### config.mk
export PLATFORM = sky130hd
export DESIGN_NAME = aes_v1_mix_flat
export DESIGN_NICKNAME = d
export VERILOG_FILES = /design/src/rtl/aes_v1_mix_if.sv /design/src/rtl/aes_v1_mix.sv /design/src/flat_wrapper.sv
export SDC_FILE = /design/constraint.sdc
export NUM_CORES = 1
export LEC_CHECK = 0
export ABC_AREA = 1
export CAP_MARGIN = 20
export CORE_UTILIZATION = 51
export CTS_CLUSTER_SIZE = 25
export DETAILED_ROUTE_END_ITERATION = 10
export GPL_TIMING_DRIVEN = 0
export PLACE_DENSITY = 0.88
export REMOVE_ABC_BUFFERS = 1
export SLEW_MARGIN = 20
export SYNTH_ARGS = -nofsm -noshare
export SYNTH_HDL_FRONTEND = slang
export SYNTH_SLANG_ARGS = --single-unit
### constraint.sdc
create_clock -name g_clk -period 2.95 [get_ports g_clk]
set_input_delay 0.59 -clock g_clk [delete_from_list [all_inputs] [get_ports g_clk]]
set_output_delay 0.59 -clock g_clk [all_outputs]
set_load 0.01 [all_outputs]
### src/rtl/aes_v1_mix_if.sv
// Request/response bundle shared by the aes_v1 units.
//   valid : request, held with dec/rs1 stable until ready
//   dec   : 0 = MixColumns, 1 = InvMixColumns
//   rs1   : input column, byte 0 in rs1[7:0]
//   ready : one-cycle completion pulse
//   rd    : result column, zero whenever ready is low
interface aes_v1_mix_if;
  logic        valid;
  logic        dec;
  logic [31:0] rs1;
  logic        ready;
  logic [31:0] rd;

  modport master (output valid, dec, rs1, input  ready, rd);
  modport slave  (input  valid, dec, rs1, output ready, rd);
endinterface

### src/rtl/aes_v1_mix.sv
// AES MixColumns / InvMixColumns on one 32-bit column.
// Byte-serial by default (one GF(2^8) multiply-accumulate per cycle);
// ONE_CYCLE = 1 replicates the datapath and finishes in a single BUSY cycle.
// Ports:
//   g_clk    : clock
//   g_resetn : synchronous active-low reset
//   bus      : slave side of aes_v1_mix_if (valid/dec/rs1 in, ready/rd out)
module aes_v1_mix #(
  parameter bit ONE_CYCLE = 1'b0
) (
  input  logic         g_clk,
  input  logic         g_resetn,
  aes_v1_mix_if.slave  bus
);

  localparam int unsigned ColW  = 32;
  localparam int unsigned ByteW = 8;
  localparam int unsigned IdxW  = 2;

  typedef enum logic [1:0] {
    IDLE = 2'd0,
    BUSY = 2'd1,
    DONE = 2'd2
  } state_t;

  // Multiply by x modulo 0x11B.
  function automatic logic [ByteW-1:0] xtime(input logic [ByteW-1:0] b);
    return {b[6:0], 1'b0} ^ (b[7] ? 8'h1B : 8'h00);
  endfunction

  // Pick byte i of a column.
  function automatic logic [ByteW-1:0] col_byte(input logic [ColW-1:0] w,
                                                 input logic [IdxW-1:0] i);
    return w[{i, 3'b000} +: ByteW];
  endfunction

  // One output byte: coefficient row applied to a_i, a_i+1, a_i+2, a_i+3.
  function automatic logic [ByteW-1:0] mix_byte(input logic            d,
                                                 input logic [ColW-1:0] w,
                                                 input logic [IdxW-1:0] i);
    logic [ByteW-1:0] acc;
    logic [ByteW-1:0] b;
    logic [ByteW-1:0] p2;
    logic [ByteW-1:0] p4;
    logic [ByteW-1:0] p8;
    acc = '0;
    for (int k = 0; k < 4; k++) begin
      b  = col_byte(w, IdxW'(i + IdxW'(k)));
      p2 = xtime(b);
      p4 = xtime(p2);
      p8 = xtime(p4);
      if (!d) begin
        case (k)
          0:       acc = acc ^ p2;             // 02
          1:       acc = acc ^ p2 ^ b;         // 03
          default: acc = acc ^ b;              // 01
        endcase
      end else begin
        case (k)
          0:       acc = acc ^ p8 ^ p4 ^ p2;   // 0E
          1:       acc = acc ^ p8 ^ p2 ^ b;    // 0B
          2:       acc = acc ^ p8 ^ p4 ^ b;    // 0D
          default: acc = acc ^ p8 ^ b;         // 09
        endcase
      end
    end
    return acc;
  endfunction

  state_t            state_q, state_d;
  logic [IdxW-1:0]   idx_q, idx_d;
  logic [ColW-1:0]   result_q, result_d;
  logic              ready_q, ready_d;
  logic [ColW-1:0]   rd_q, rd_d;

  // Result column after this BUSY cycle, and whether it is the final one.
  logic [ColW-1:0]   busy_word_c;
  logic              busy_last_c;

  generate
    if (ONE_CYCLE) begin : g_par
      // Four datapaths, whole column in one cycle.
      always_comb begin
        busy_word_c = '0;
        for (int i = 0; i < 4; i++) begin
          busy_word_c[i*ByteW +: ByteW] = mix_byte(bus.dec, bus.rs1, IdxW'(i));
        end
        busy_last_c = 1'b1;
      end
    end else begin : g_ser
      // One datapath, byte idx merged into the running result.
      always_comb begin
        busy_word_c = result_q;
        busy_word_c[{idx_q, 3'b000} +: ByteW] = mix_byte(bus.dec, bus.rs1, idx_q);
        busy_last_c = (idx_q == IdxW'(3));
      end
    end
  endgenerate

  // State and output registers.
  always_ff @(posedge g_clk) begin
    if (!g_resetn) begin
      state_q  <= IDLE;
      idx_q    <= '0;
      result_q <= '0;
      ready_q  <= 1'b0;
      rd_q     <= '0;
    end else begin
      state_q  <= state_d;
      idx_q    <= idx_d;
      result_q <= result_d;
      ready_q  <= ready_d;
      rd_q     <= rd_d;
    end
  end

  // Next state; ready/rd are loaded on entry to DONE so they are high only there.
  always_comb begin
    state_d  = state_q;
    idx_d    = idx_q;
    result_d = result_q;
    ready_d  = 1'b0;
    rd_d     = '0;
    case (state_q)
      IDLE: begin
        if (bus.valid) begin
          state_d = BUSY;
          idx_d   = '0;
        end
      end
      BUSY: begin
        if (!bus.valid) begin
          // Requester withdrew: drop the operation, keep result untouched.
          state_d = IDLE;
          idx_d   = '0;
        end else begin
          result_d = busy_word_c;
          idx_d    = idx_q + IdxW'(1);
          if (busy_last_c) begin
            state_d = DONE;
            ready_d = 1'b1;
            rd_d    = busy_word_c;
          end
        end
      end
      DONE: begin
        state_d = IDLE;
      end
      default: begin
        state_d = IDLE;
        idx_d   = '0;
      end
    endcase
  end

  assign bus.ready = ready_q;
  assign bus.rd    = rd_q;

endmodule

### src/flat_wrapper.sv
// flat-port wrapper written by rule: the top's interface ports become plain ports
module aes_v1_mix_flat 
#(
  parameter bit ONE_CYCLE = 1'b0
)
  (g_clk, g_resetn, bus_valid, bus_dec, bus_rs1, bus_ready, bus_rd);
  aes_v1_mix_if bus_i ();
  input  logic g_clk;
  input  logic g_resetn;
  input wire logic [$bits(bus_i.valid)-1:0] bus_valid;
  input wire logic [$bits(bus_i.dec)-1:0] bus_dec;
  input wire logic [$bits(bus_i.rs1)-1:0] bus_rs1;
  output wire logic [$bits(bus_i.ready)-1:0] bus_ready;
  output wire logic [$bits(bus_i.rd)-1:0] bus_rd;
  assign bus_i.valid = bus_valid;
  assign bus_i.dec = bus_dec;
  assign bus_i.rs1 = bus_rs1;
  assign bus_ready = bus_i.ready;
  assign bus_rd = bus_i.rd;
  aes_v1_mix #(.ONE_CYCLE(ONE_CYCLE)) u_core (.g_clk(g_clk), .g_resetn(g_resetn), .bus(bus_i));
endmodule
==> results of run 1 <==
==> sequential cells by signal, summed over array words and instances, names as in the netlist <==
register and flops:
u_core.bus.rd 32, u_core.bus.ready 1, u_core.idx_q 2, u_core.result_q 32, u_core.state_q 2
==> timing repair <==
action | CTS | global route
gates cloned | 3 | 4
endpoints found under the hold margin | 0 | 0
setup endpoints to repair | 65 | 64
buffers inserted | 10 | 19
gates resized for setup | 26 | 116
pin swaps | 6 | 49
hold buffers | 0 | 0
==> synth_stat cells (12+ instances only) <==
library cell | instances | area share (%)
sky130_fd_sc_hd__nand2_1 | 333 | 23
sky130_fd_sc_hd__nand3_1 | 109 | 10
sky130_fd_sc_hd__inv_1 | 101 | 7.0
sky130_fd_sc_hd__dfxtp_1 | 69 | 25
sky130_fd_sc_hd__nor2_1 | 63 | 4.3
sky130_fd_sc_hd__a21oi_1 | 31 | 2.8
sky130_fd_sc_hd__nand2_2 | 25 | 2.9
sky130_fd_sc_hd__o21ai_1 | 19 | 1.7
sky130_fd_sc_hd__xor2_1 | 19 | 3.1
sky130_fd_sc_hd__o21ai_2 | 14 | 2.2
sky130_fd_sc_hd__xnor2_1 | 14 | 2.2
sky130_fd_sc_hd__clkbuf_1 | 13 | 0.89
sky130_fd_sc_hd__o21ai_0 | 12 | 1.1
==> worst min-delay path by stage <==
stage	from	to	slack, ns	cells after the start
floorplan	u_core.result_q[2]	u_core.bus.rd[2]	0.47	2
CTS	u_core.result_q[20]	u_core.bus.rd[20]	0.49	2
detailed placement	u_core.result_q[22]	u_core.bus.rd[22]	0.48	2
global route	u_core.result_q[20]	u_core.bus.rd[20]	0.53	2
global placement	u_core.result_q[22]	u_core.bus.rd[22]	0.48	2
finish	u_core.result_q[20]	u_core.bus.rd[20]	0.49	2
==> layout by cell type, fill, tap and decap left out, types with 2 or more instances in the layout <==
cell type,count
sky130_fd_sc_hd__nand2_2,50
sky130_fd_sc_hd__o211ai_1,6
sky130_fd_sc_hd__clkinv_2,2
sky130_fd_sc_hd__nor2_4,5
sky130_fd_sc_hd__or2_1,2
sky130_fd_sc_hd__o21ai_2,15
sky130_fd_sc_hd__nand2_1,301
sky130_fd_sc_hd__a21oi_1,22
sky130_fd_sc_hd__o21ai_4,6
sky130_fd_sc_hd__o21ai_1,20
sky130_fd_sc_hd__inv_2,11
sky130_fd_sc_hd__xor2_2,6
sky130_fd_sc_hd__nor2_1,61
sky130_fd_sc_hd__a22oi_1,2
sky130_fd_sc_hd__clkdlybuf4s50_1,67
sky130_fd_sc_hd__nor2_2,2
sky130_fd_sc_hd__inv_1,95
sky130_fd_sc_hd__xnor2_4,2
sky130_fd_sc_hd__nand4_1,9
sky130_fd_sc_hd__nand3b_1,3
sky130_fd_sc_hd__dfxtp_4,2
sky130_fd_sc_hd__buf_12,2
sky130_fd_sc_hd__ha_1,5
sky130_fd_sc_hd__xnor2_1,14
sky130_fd_sc_hd__clkinvlp_4,8
sky130_fd_sc_hd__o21ai_0,5
sky130_fd_sc_hd__nand2_4,9
sky130_fd_sc_hd__clkbuf_8,9
sky130_fd_sc_hd__xor2_4,2
sky130_fd_sc_hd__inv_8,2
sky130_fd_sc_hd__nand3_1,82
sky130_fd_sc_hd__buf_6,6
sky130_fd_sc_hd__xor2_1,15
sky130_fd_sc_hd__nand3_2,30
sky130_fd_sc_hd__dfxtp_1,67
sky130_fd_sc_hd__buf_4,21
sky130_fd_sc_hd__a21oi_2,9
==> routing by layer <==
layer	global-route usage (%)	vias up	share of wire, %
met3	5.57	86	10
met2	42.5	424	46
met4	14.7	0	5.2
met1	34.9	2822	38
met5	0	-	0
li1	-	3032	-
==> where the power goes <==
group / total (mW) / switching (mW) / internal [mW]
registers: 0.967 / 0.0134 / 0.954
logic: 1.58 / 1.01 / 0.579
clock network: 0.758 / 0.373 / 0.385
==> logic make-up (layout without fill, tap and decap cells) <==
group / count (synthesis) / after routing / synth area share, %
flops: 69 / 69 / 25.3
fa+ha+maj: 6 / 6 / 1.38
compound gates: 89 / 89 / 9.96
xor+xnor: 40 / 40 / 7.59
buf+inv: 147 / 234 / 11.6
simple gates: 561 / 561 / 44.2
==> tightest hold or removal path, stage by stage (launching register included) <==
cell                      delay (ns)
sky130_fd_sc_hd__dfxtp_1        0.31
sky130_fd_sc_hd__nand2_1        0.08
sky130_fd_sc_hd__a21oi_1        0.06
==> area by class of cell <==
type	instances	share of cell area, %
repair buffers	101	14.5
flip-flops and latches	69	19.2
multi-input cells	696	54.2
repair inverters	5	0.537
clock buffers	9	1.71
well taps	136	2.35
inverters	113	6.56
clock inverters	6	0.883
==> results.txt, run 1 <==
The later-pin clock latency in the skew report came out at 0.35 ns. On the final layout, the worst hold slack is 0.492 ns. In this run, synthesis produced a sequential element count of 69.

The checks that failed: setup timing. The element type at the critical path end is a flop. The worst-case setup slack after placement came out at -2.36 ns. The initial cell density of the core came out at 52.8%. The multi-input logic area came out at 3920 um2. The signed area change from the synthesized netlist to the final layout came out at 32.5%. During placement, the flow inserted port buffers numbering 68. The worst register-to-register path begins at u_core.idx_q[0]. The average footprint of a synthesized cell came out at 5.98 um2. The floorplan step defined a core boundary enclosing 10300 um2. Walking the worst path, the cells encountered are buf_12 -> clkinv_16 -> ha_4 -> clkinvlp_4 -> buf_6 -> nand2_2 -> nand2_2 -> xor2_1 -> xor2_1 -> xnor2_1 -> xor2_1 -> buf_4 -> buf_4 -> nand2_2 -> o21ai_2 -> o21ai_1 -> inv_1. The per-cell routed wire length came out at 15.4 um.

The width of the die came out at 105 um. The post-detailed-routing wire length came out at 17400 um. Global routing consumed, over all layers together, 27.2% of the routing resources. The synthesized netlist cell count is 912. In the final layout, flip-flops and latches occupy 1390 um2. The unique cell type count in the Yosys netlist is 42.

Dividing the detail-routed via count by the number of cells gives 5.61. Counting tap cells, the placed design contains a total of 1084 instances. The number of violations of the max-capacitance limit came out at 0. After global routing the overflow that remains totals 0. The worst setup path is launched from a flop. The worst pin sits at a relative slew slack of 34.8%. Setup repair after global routing could not meet its margin everywhere.

For this run, the detailed router's first-pass iteration total came to 6. The power density over the cells came out at 458 nW/um2. After routing the design area is 7230 um2. The worst setup path is of the flop to flop kind. After layout, the minimum clock period comes to 3.10 ns. The final weighted congestion in routability-driven placement came out at 0.963. The count of synthesis-stage warnings from yosys is 0. The residual DRC count is 0. The final worst slack came out at -0.153 ns. The largest net degree at the start of global routing is 33. The number of non-filler instances in the completed layout came out at 1135. The critical path starts at u_core.idx_q[0].

Once detail routing completed, the nets flagged for antenna violations numbered 0. The cell area after synthesis is 5450 um2. After routing, the total negative slack on setup checks comes to -3.26 ns.

The number of nets in the final layout is 1037. The number of cells on the critical path came out at 17. The biggest cell delay along the critical path came out at 0.38 ns. The worst-margin pin slew is 0.976 ns.

The number of global-route vias before repair is 5139. The leakage dissipation came out at 3.41 nW. The total die area is 11100 um2. The clock edge transition at the registers on the reported setup and hold paths is 0.08 ns. The critical-path maximum fanout is 8. The count of filler cells inserted in the layout came out at 738. The overall power after layout is 3.31 mW.

Following the worst setup path forward leads to its endpoint at u_core.result_q[0]. The slowest stage of the critical path is the sky130_fd_sc_hd__dfxtp_4 cell. The arrival time at the worst endpoint is 3.39 ns. The first global-routing pass estimated 24100 um of wire. The site row count is 37.

The number of cells on the worst reg-to-reg path came out at 17. The data required time of the critical path is 3.24 ns. The portion of the clock cycle consumed by the worst path in the final layout is 105%. On the critical path the largest part of the delay comes from XOR/XNOR gates. The HPWL after detailed placement is 9610 um. The worst register-to-register path ends at u_core.result_q[0].

TritonCTS built the clock tree. The final number of max-transition violations came out at 0. The DRC marker count from the first detailed-route iteration is 646. The post-route netlist has 21.5% of its cells at a drive strength greater than 1.

The initial antenna violation count came out at 0. Counting flops with a built-in enable in the synthesized netlist gives 0. The H-tree was split into 3 levels. The placed instances occupy a cell area of 6160 um2.

For this run, the leading register cell type out of synthesis is sky130_fd_sc_hd__dfxtp_1. The floorplan step set the die height to 105 um. The utilization of the core after routing is 70.0%. Across the routed clock network, the largest skew measured is 0.0144 ns. The number of I/O pins is 69.

The async set or reset register ratio after synthesis is 0%. The worst-case clock buffer depth is 2. The number of antenna diodes in the final layout is 0. The total clock sinks came out at 69.

The count of final hold-check violations is 0. The buffering stage count on the worst path with inverters included is 7. The class of the most critical hold timing path is flop to flop. The slack of the worst reg-to-reg path came out at -0.15 ns. The routed layout has 6364 vias. The flow ran to the end, but the final reports show violations. In this run the clock root is driven by a sky130_fd_sc_hd__clkbuf_8. The top achievable clock speed came out at 322 MHz. The peak supply drop is 294 uV. The number of buffers inserted during clock tree synthesis is 9.

The number of failing setup endpoints in the final timing report is 43. The share of the Yosys chip area taken by registers is 25.3%.
Power figures use the tool's default switching activity.
==> run 2, diff against run 1 <==
- TNS_END_PERCENT: unset -> 20
==> results.txt, run 2 (synthesized netlist as in run 1, its figures left out) <==
The run finished, with violations left. On the critical path, the stage with the largest delay is an instance of sky130_fd_sc_hd__ha_4. The final number of max-transition violations came out at 0 (unchanged). The residual overflow from global routing came out at 0 (unchanged).

The sort of element at the start of the critical path is a flop. The worst-margin pin slew was 0.988 ns (+0.0116 ns). The final period demand of the worst path came out at 3.17 ns (+0.0634 ns).

The number of buffers added to fix hold violations after cts came to 0 (unchanged). The worst setup path is captured at a flop. TritonCTS built the clock tree. The antenna diode count was 0 (unchanged). The residual DRC count is 0 (unchanged). The cell sitting at the root of the clock tree is a sky130_fd_sc_hd__clkbuf_8. The class of the most critical hold timing path is flop to flop.

The post-detailed-routing wire length is 17400 um (about the same). The total clock sinks came out at 69 (unchanged). The number of buffers inserted during clock tree synthesis came out at 9 (unchanged). The data required time of the critical path came out at 3.25 ns (about the same).

The switching part of the total power is 41.6% (-0.47 points). The quantity of I/O buffers inserted on ports was 68 (unchanged). The number of violations of the max-capacitance limit was 0 (unchanged). The number of nets in the final layout came out at 1042 (+0.48%). The die outline height came out at 105 um (unchanged). The final-layout setup total negative slack came out at -3.48 ns (-0.228 ns). The logic gate share of total power was 48.3% (+0.4 points).

The arrival time at the worst endpoint came out at 3.47 ns (+0.08 ns). The switching power is 1.39 mW (-0.47%). The first-pass GRT wire length is 24100 um (about the same). The ratio of cells with drive above 1 in the final layout is 21.9% (+0.39 points). The width of the die is 105 um (unchanged). The worst-case clock buffer depth is 2 (unchanged). The initial cell density of the core is 52.8% (unchanged). The internal power component is 1.95 mW (+1.5%). The biggest cell delay along the critical path is 0.38 ns (about the same). The sequential fraction of design power is 29.0% (-0.2 points).

The checks that failed: setup timing. The most common cell after layout, fill and taps aside is sky130_fd_sc_hd__nand2_1. The count of filler cells inserted in the layout came out at 731 (-0.95%). The number of global-route vias before repair is 5141 (+0.039%). The clock network fraction of total power is 22.7% (-0.2 points). The area of the core region is 10300 um2 (unchanged). The kind of cell adding the most delay to the critical path is XOR/XNOR gates. Setup repair after global routing could not meet its margin everywhere. The final worst slack came out at -0.217 ns (-0.0634 ns). The leakage dissipation came out at 3.45 nW (+1.1%). The per-cell routed wire length is 15.3 um (-0.49%). The top achievable clock speed came to 316 MHz (-2.0%). The setup path with the least slack is of type flop to flop. The critical-path maximum fanout is 8 (unchanged). The total die area came out at 11100 um2 (unchanged). The storage element area is 1390 um2 (unchanged). The peak supply drop is 303 uV (+3.2%).

The number of antenna-violating nets in the routed design is 0 (unchanged). The number of I/O pins is 69 (unchanged). The initial antenna violation count came out at 0 (unchanged). The number of levels the H-tree was split into came out at 3 (unchanged). From synthesis to final layout, the design area changed by 33.7%. The worst-case clock skew came out at 0.0113 ns (-0.00313 ns).

The portion of the clock cycle consumed by the worst path in the final layout is 107% (+2.2 points). The routed via count came out at 6397 (+0.52%). The critical path goes through buf_12 -> clkinv_16 -> ha_4 -> clkinvlp_4 -> buf_6 -> nand2_1 -> nand2_2 -> xor2_1 -> xor2_1 -> xnor2_1 -> xor2_1 -> nand2_2 -> nor2_4 -> nand2_1 -> nand3_1 -> nand2_1 -> inv_1. The multi-input logic area is 3910 um2 (-0.16%). The routed via count divided by cell count is 5.61 (about the same). In the layout the commonest cells are sky130_fd_sc_hd__nand2_1, sky130_fd_sc_hd__inv_1, sky130_fd_sc_hd__nand3_1. The sum of net half-perimeters after detailed placement is 9610 um (unchanged). The buffering stage count on the worst path with inverters included is 5 (-2).

The first-pass iteration count of the detailed router came to 8 (+2). The number of failing setup endpoints in the final timing report is 44 (+2.3%). The count of final hold-check violations came to 0 (unchanged). The clock edge transition at the registers on the reported setup and hold paths is 0.08 ns (about the same). The total global-route track usage came out at 27.1% (about the same). The later-pin clock latency in the skew report came out at 0.36 ns (about the same). The remaining max-slew budget at the tightest pin is 34.0% (-0.78 points). The worst-case setup slack after placement came to -2.36 ns (unchanged). The largest net degree at the start of global routing came out at 33 (unchanged). The final weighted congestion in routability-driven placement is 0.963 (unchanged). The site row count was 37 (unchanged). The power density over the cells is 457 nW/um2 (-0.20%). The DRC marker count from the first detailed-route iteration came out at 626 (-3.1%).
[run 2: final timing paths]
path | startpoint | endpoint | slack [ns] | cells after the start
worst max-delay path | u_core.idx_q[0] | u_core.result_q[8] | -0.22 | 17
worst min-delay path | u_core.result_q[20] | u_core.bus.rd[20] | 0.49 | 2
worst max register to register | u_core.idx_q[0] | u_core.result_q[8] | -0.22 | 17
worst min register to register | u_core.result_q[20] | u_core.bus.rd[20] | 0.49 | 2
[run 2: area by class of cell]
type / count / share of cell area (%)
sequential: 69 / 19.1
inverter: 113 / 6.47
clock buffer: 9 / 1.70
timing repair buffer: 105 / 15.2
multi-input combinational: 696 / 53.7
timing repair inverter: 6 / 0.687
tap: 136 / 2.33
clock inverter: 6 / 0.875
[run 2: timing repair]
action	4_1_cts	5_1_grt
cloned	3	5
buffers inserted	8	25
setup endpoints to repair	65	64
pin swaps	4	55
resized for setup	23	120
[run 2: metrics by stage]
stage          cells  power, mW  hold WS, ns  instance area (um2)  utilization (%)
2_1_floorplan    878       1.87        0.467                 5250                -
3_3_place_gp    1082       2.12        0.479                 6100             59.1
3_5_place_dp    1084       2.15        0.479                 6160             59.7
4_1_cts         1110       2.95        0.489                 6550             63.5
5_1_grt         1140       3.50        0.530                 7290             70.6
6_report        1140       3.33        0.488                 7290             70.6
[run 2: worst min-delay path: cells and delay by family (launching register included)]
family	cells	cell delay (ns)
AOI/OAI and AO/OA	1	0.06
and+or+nand+nor	1	0.08
DFF	1	0.31
[run 2: metal layers]
metal / vias to the layer above / wire length [um] / track usage (%)
li1: 3040 / - / -
met1: 2831 / 6640 / 34.9
met3: 98 / 1800 / 5.75
met5: - / 0 / 0
met4: 0 / 978 / 14.7
met2: 428 / 8010 / 42.3
[run 2: power groups by stage]
stage	logic, mW	registers, mW	clock network, mW
floorplan	0.874	0.994	0
global placement	1.12	0.999	0
detailed placement	1.16	0.994	0
CTS	1.24	0.966	0.750
global route	1.73	0.968	0.801
finish	1.61	0.967	0.757
